--- src/rtl/mult8_seq_if.sv ---
// Requester/consumer handshake bundle for the sequential 8x8 multiplier controller.
interface mult8_seq_if #(
  parameter int OP_W = 8
);
  logic              in_valid;
  logic              in_ready;
  logic [OP_W-1:0]   data_a;
  logic [OP_W-1:0]   data_b;
  logic              out_valid;
  logic              out_ready;
  logic [2*OP_W-1:0] product;
  logic              busy;

  modport master (
    output in_valid, data_a, data_b, out_ready,
    input  in_ready, out_valid, product, busy
  );

  modport slave (
    input  in_valid, data_a, data_b, out_ready,
    output in_ready, out_valid, product, busy
  );
endinterface

--- src/rtl/mult8_seq_ctrl.sv ---
// Shift-and-add multiplier controller driving an external 16-bit combinational adder.
// Optional macro MULT8_EARLY_TERM_EN: leave CALC once no multiplier bits remain.
module mult8_seq_ctrl #(
  parameter int OP_W = 8
) (
  input  logic              clk,
  input  logic              rst_n,
  mult8_seq_if.slave        bus,
  output logic [2*OP_W-1:0] add_a,
  output logic [2*OP_W-1:0] add_b,
  input  logic [2*OP_W-1:0] add_sum
);

  localparam int PW = 2 * OP_W;
  localparam int CW = $clog2(OP_W);

  typedef enum logic [1:0] {IDLE, CALC, DONE} state_t;

  state_t          state, state_nxt;
  logic [PW-1:0]   acc;
  logic [PW-1:0]   mcand_sh;
  logic [OP_W-1:0] mplier;
  logic [CW-1:0]   count;
  logic [PW-1:0]   product_r;
  logic            calc_last;

`ifdef MULT8_EARLY_TERM_EN
  assign calc_last = (count == CW'(OP_W - 1)) || ((mplier >> 1) == '0);
`else
  assign calc_last = (count == CW'(OP_W - 1));
`endif

  always_ff @(posedge clk or negedge rst_n) begin
    if (!rst_n) state <= IDLE;
    else        state <= state_nxt;
  end

  always_comb begin
    state_nxt = state;
    add_a     = '0;
    add_b     = '0;
    case (state)
      IDLE: if (bus.in_valid) state_nxt = CALC;
      CALC: begin
        add_a = acc;
        add_b = mplier[0] ? mcand_sh : '0;
        if (calc_last) state_nxt = DONE;
      end
      DONE: if (bus.out_ready) state_nxt = IDLE;
      default: state_nxt = IDLE;
    endcase
  end

  // Datapath: the sum returned for this cycle's operands is folded into acc at the edge.
  always_ff @(posedge clk or negedge rst_n) begin
    if (!rst_n) begin
      acc       <= '0;
      mcand_sh  <= '0;
      mplier    <= '0;
      count     <= '0;
      product_r <= '0;
    end else begin
      case (state)
        IDLE: if (bus.in_valid) begin
          mcand_sh <= {{OP_W{1'b0}}, bus.data_a};
          mplier   <= bus.data_b;
          acc      <= '0;
          count    <= '0;
        end
        CALC: begin
          acc      <= add_sum;
          mcand_sh <= mcand_sh << 1;
          mplier   <= mplier >> 1;
          count    <= count + CW'(1);
          if (calc_last) product_r <= add_sum;
        end
        default: ;
      endcase
    end
  end

  assign bus.in_ready  = (state == IDLE);
  assign bus.out_valid = (state == DONE);
  assign bus.busy      = (state != IDLE);
  assign bus.product   = product_r;

endmodule

--- src/flat_wrapper.sv ---
// flat-port wrapper written by rule: the top's interface ports become plain ports
module mult8_seq_ctrl_flat 
#(
  parameter int OP_W = 8
)
  (clk, rst_n, add_a, add_b, add_sum, bus_in_valid, bus_data_a, bus_data_b, bus_out_ready, bus_in_ready, bus_out_valid, bus_product, bus_busy);
  mult8_seq_if #(.OP_W(OP_W)) bus_i ();
  input  logic clk;
  input  logic rst_n;
  output logic [2*OP_W-1:0] add_a;
  output logic [2*OP_W-1:0] add_b;
  input  logic [2*OP_W-1:0] add_sum;
  input wire logic [$bits(bus_i.in_valid)-1:0] bus_in_valid;
  input wire logic [$bits(bus_i.data_a)-1:0] bus_data_a;
  input wire logic [$bits(bus_i.data_b)-1:0] bus_data_b;
  input wire logic [$bits(bus_i.out_ready)-1:0] bus_out_ready;
  output wire logic [$bits(bus_i.in_ready)-1:0] bus_in_ready;
  output wire logic [$bits(bus_i.out_valid)-1:0] bus_out_valid;
  output wire logic [$bits(bus_i.product)-1:0] bus_product;
  output wire logic [$bits(bus_i.busy)-1:0] bus_busy;
  assign bus_i.in_valid = bus_in_valid;
  assign bus_i.data_a = bus_data_a;
  assign bus_i.data_b = bus_data_b;
  assign bus_i.out_ready = bus_out_ready;
  assign bus_in_ready = bus_i.in_ready;
  assign bus_out_valid = bus_i.out_valid;
  assign bus_product = bus_i.product;
  assign bus_busy = bus_i.busy;
  mult8_seq_ctrl #(.OP_W(OP_W)) u_core (.clk(clk), .rst_n(rst_n), .bus(bus_i), .add_a(add_a), .add_b(add_b), .add_sum(add_sum));
endmodule
--- config.mk ---
export PLATFORM = sky130hd
export DESIGN_NAME = mult8_seq_ctrl_flat
export DESIGN_NICKNAME = d
export VERILOG_FILES = /design/src/rtl/mult8_seq_if.sv /design/src/rtl/mult8_seq_ctrl.sv /design/src/flat_wrapper.sv
export SDC_FILE = /design/constraint.sdc
export NUM_CORES = 1
export LEC_CHECK = 0
export ABC_AREA = 1
export CORE_MARGIN = 5
export CORE_UTILIZATION = 50
export CTS_CLUSTER_SIZE = 8
export DETAILED_ROUTE_END_ITERATION = 8
export PLACE_DENSITY = 0.85
export REMOVE_ABC_BUFFERS = 1
export SYNTH_ARGS = -nofsm -noshare
export SYNTH_HDL_FRONTEND = slang
export SYNTH_SLANG_ARGS = --single-unit
--- constraint.sdc ---
create_clock -name clk -period 4.3 [get_ports clk]
set_input_delay 0.43 -clock clk [delete_from_list [all_inputs] [get_ports clk]]
set_output_delay 0.43 -clock clk [all_outputs]
set_load 0.005 [all_outputs]
==> summary.txt <==
Placed design
  – Routability cong.: 0.753
  – IO Port Bufs: 86
  – Placed Cells: 502
  – Placed wire-length estimate: 4.52 mm

Clock network
  – Clk_lat worst skew: 0.34 ns
  – # clock sinks: 61
  – Hold Buf Count CTS: 0
  – CTS resizes: 0
  – CTS clk-pin slew, worst paths: 0.07 ns
  – Clock Root Buffer: clkbuf_8
  – Total CTS buffers: 9
  – Buffer depth of the longest clock path: 2
  – TritonCTS clock tree: yes
  – Setup bufs post-CTS: 0
  – H-tree levels: 3

Routing
  – Routed WL: 6.78 mm
  – Antenna Violating Nets Remaining: 0
  – Vias per cell: 4.87
  – Initial DRC count: 147
  – Total number of vias: 2524
  – Drt wl/cell: 13.1 um
  – Detailed-route DRC error count: 0
  – Detailed Routing Iterations Pass 1: 4

Yosys
  – Post-synthesis cell count: 359
  – Post-synthesis adder-cell area fraction: 0.896%
  – YS warnings: 0
  – Unique masters post-synth: 17
  – Synth Area in XOR/XNOR: 0%
  – FF+latch count, synth: 61
  – Sequential-to-total area share from yosys stat: 54.7%
  – Simple-Gate Fraction of Synth Area: 28.1%
  – Synth Area in Compound Gates: 5.29%
  – Mapped cell area: 2790 um2
  – Post-synthesis mux area share: 0%
  – Largest family of logic cells by synthesized area: simple AND/OR/NAND/NOR gates
  – Mean post-synth cell area: 7.78 um2

Power and ir drop
  – Peak VDD IR: 356 uV
  – P per Cell Area: 728 nW/um2
  – Pleak: 1.99 nW

STA
  – Max frequency: 0.316 GHz
  – Final Cycle Share: 73.6%
  – Slew Limit Headroom: 50.1%
  – Setup violations, final: 0
  – Slew @ Worst Pin: 0.749 ns
  – Final Hold Fails: 0
  – Unrepaired setup endpoints after global routing: false
  – Hold slack: 0.244 ns
  – Worst Skew: 0.00712 ns
  – Setup TNS: 0 ns
  – Minimum clock period after layout: 3.17 ns
  – Slew Limit Fails: 0

Layout
  – Layout cells sized above 1: 6.05%
  – Area grow syn2layout: 39.7%
  – ANT cells: 0
  – Final net count: 479
  – Fin cells: 518

Setup path
  – CP Buf/Inv Count: 3
  – CP Class: flip-flop to output pin
  – Required time worst endpoint: 3.87 ns
  – Max FO, Critical Path: 45
  – Worst path cell trace: inv_1, nor2_4, buf_4, nand2_2, nor2_1, clkdlybuf4s50_1
  – Slowest stage cell, crit path: dfrtp_1
  – Critical path's largest stage delay: 0.72 ns
  – Crit end category: output pin
  – CP top delay family: buffers and inverters
  – Element type at the critical path start: flip-flop
  – Worst EP arrival: 2.74 ns
  – Worst R2R Setup Slack: 2.20 ns

Global route
  – Initial antenna violation count: 0
  – Total GRT Usage: 20.0%
  – Largest net degree at the start of global routing: 62
  – First-pass GRT wire length: 11.5 mm
  – GRT overflow: 0
  – Number of global-route vias before repair: 2489

Die
  – Core area: 5470 um2
  – I/O pin total: 87
  – Chip height: 84.7 um
  – Starting density of the core: 51.0%
  – Chip Width: 84.7 um
  – Die ar.: 7180 um2
  – # rows: 27

Job
  – Max-cap violations: 0

Status
  – Status: complete, no violations

Worst hold path
  – Worst hold path type: primary input to asynchronous set/reset pin
==> metrics by stage <==
step / area, um2 / power (mW) / setup WS, ns / utilization, %
after floorplan: 2690 / 1.59 / 2.08 / -
after global placement: 3670 / 2.22 / 1.57 / 67.1
after detailed placement: 3670 / 2.27 / 1.50 / 67.1
after CTS: 3900 / 2.87 / 1.11 / 71.3
after global routing: 3900 / 3.07 / 0.926 / 71.3
final: 3900 / 2.84 / 1.13 / 71.3
==> placed cells by master, fill, tap and decap left out <==
| master | instances |
|---|---|
| clkbuf_8 | 11 |
| nor2_1 | 35 |
| buf_2 | 1 |
| clkdlybuf4s50_1 | 85 |
| buf_4 | 4 |
| dfrtp_1 | 61 |
| nor2_4 | 1 |
| nand2_2 | 3 |
| ha_1 | 2 |
| o21ai_1 | 25 |
| o31ai_1 | 1 |
| inv_1 | 54 |
| clkinvlp_4 | 1 |
| o21ai_0 | 1 |
| clkinv_2 | 1 |
| bufinv_16 | 2 |
| inv_2 | 2 |
| nand2_1 | 114 |
| a21oi_1 | 2 |
| inv_6 | 1 |
| nand3_1 | 39 |
==> path summary, 6_finish.rpt <==
| kind | start | to | cells after the start |
|---|---|---|---|
| setup / recovery | u_core.state[0] | add_b[11] | 6 |
| hold / removal | rst_n | u_core.mcand_sh[15] | 2 |
| hold reg to reg | u_core.bus.product[1] | u_core.bus.product[1] | 2 |
| min in group clk | u_core.bus.product[1] | u_core.bus.product[1] | 2 |
| setup reg to reg | u_core.state[0] | u_core.bus.product[9] | 6 |
| max in group asynchronous | rst_n | u_core.acc[14] | 2 |
==> Yosys cell counts <==
cell	instances	area share [%]
a21oi_1	2	0.36
buf_2	10	1.8
buf_4	2	0.54
buf_6	1	0.40
clkbuf_1	6	0.81
dfrtp_1	61	55
ha_1	2	0.90
inv_1	54	7.3
inv_2	2	0.27
nand2_1	114	15
nand2_2	3	0.67
nand3_1	39	7.0
nor2_1	35	4.7
nor2_4	1	0.40
o21ai_0	1	0.18
o21ai_1	25	4.5
o31ai_1	1	0.27
==> routing by layer <==
metal | vias up | part of all wire (%) | global-route usage, % | wire, um
met5 | - | 0 | 0 | 0
met4 | 0 | 1.6 | 6.91 | 111
met3 | 12 | 7.7 | 5.69 | 521
met2 | 100 | 47 | 32.1 | 3170
met1 | 1167 | 44 | 26.1 | 2980
li1 | 1245 | - | - | -
==> sequential cells by signal, indices dropped and copies added, names as in the netlist <==
register / cells
u_core.mplier: 8
u_core.count: 3
u_core.acc: 16
u_core.bus.product: 16
u_core.mcand_sh: 16
u_core.state: 2
==> logic make-up after synthesis <==
group | after synthesis
buffers and inverters | 75
adder cells (fa/ha/maj) | 2
AND/OR/NAND/NOR | 192
AO/OA/AOI/OAI | 29
flip-flops | 61
==> power breakdown <==
group,total [mW],internal [mW],switching [mW]
Clock,0.587,0.359,0.228
Sequential,0.966,0.831,0.135
Combinational,1.29,0.630,0.659
Total,2.84,1.82,1.02
==> area by class of cell <==
cell class | count | area, um2
Clock inverter | 5 | 81.3
Inverter | 56 | 210
Sequential cell | 61 | 1530
Clock buffer | 11 | 151
Fill cell | 435 | 1570
Multi-Input combinational cell | 223 | 957
Timing Repair Buffer | 90 | 886
Tap cell | 72 | 90.1
(Power assumes the default switching activity.)
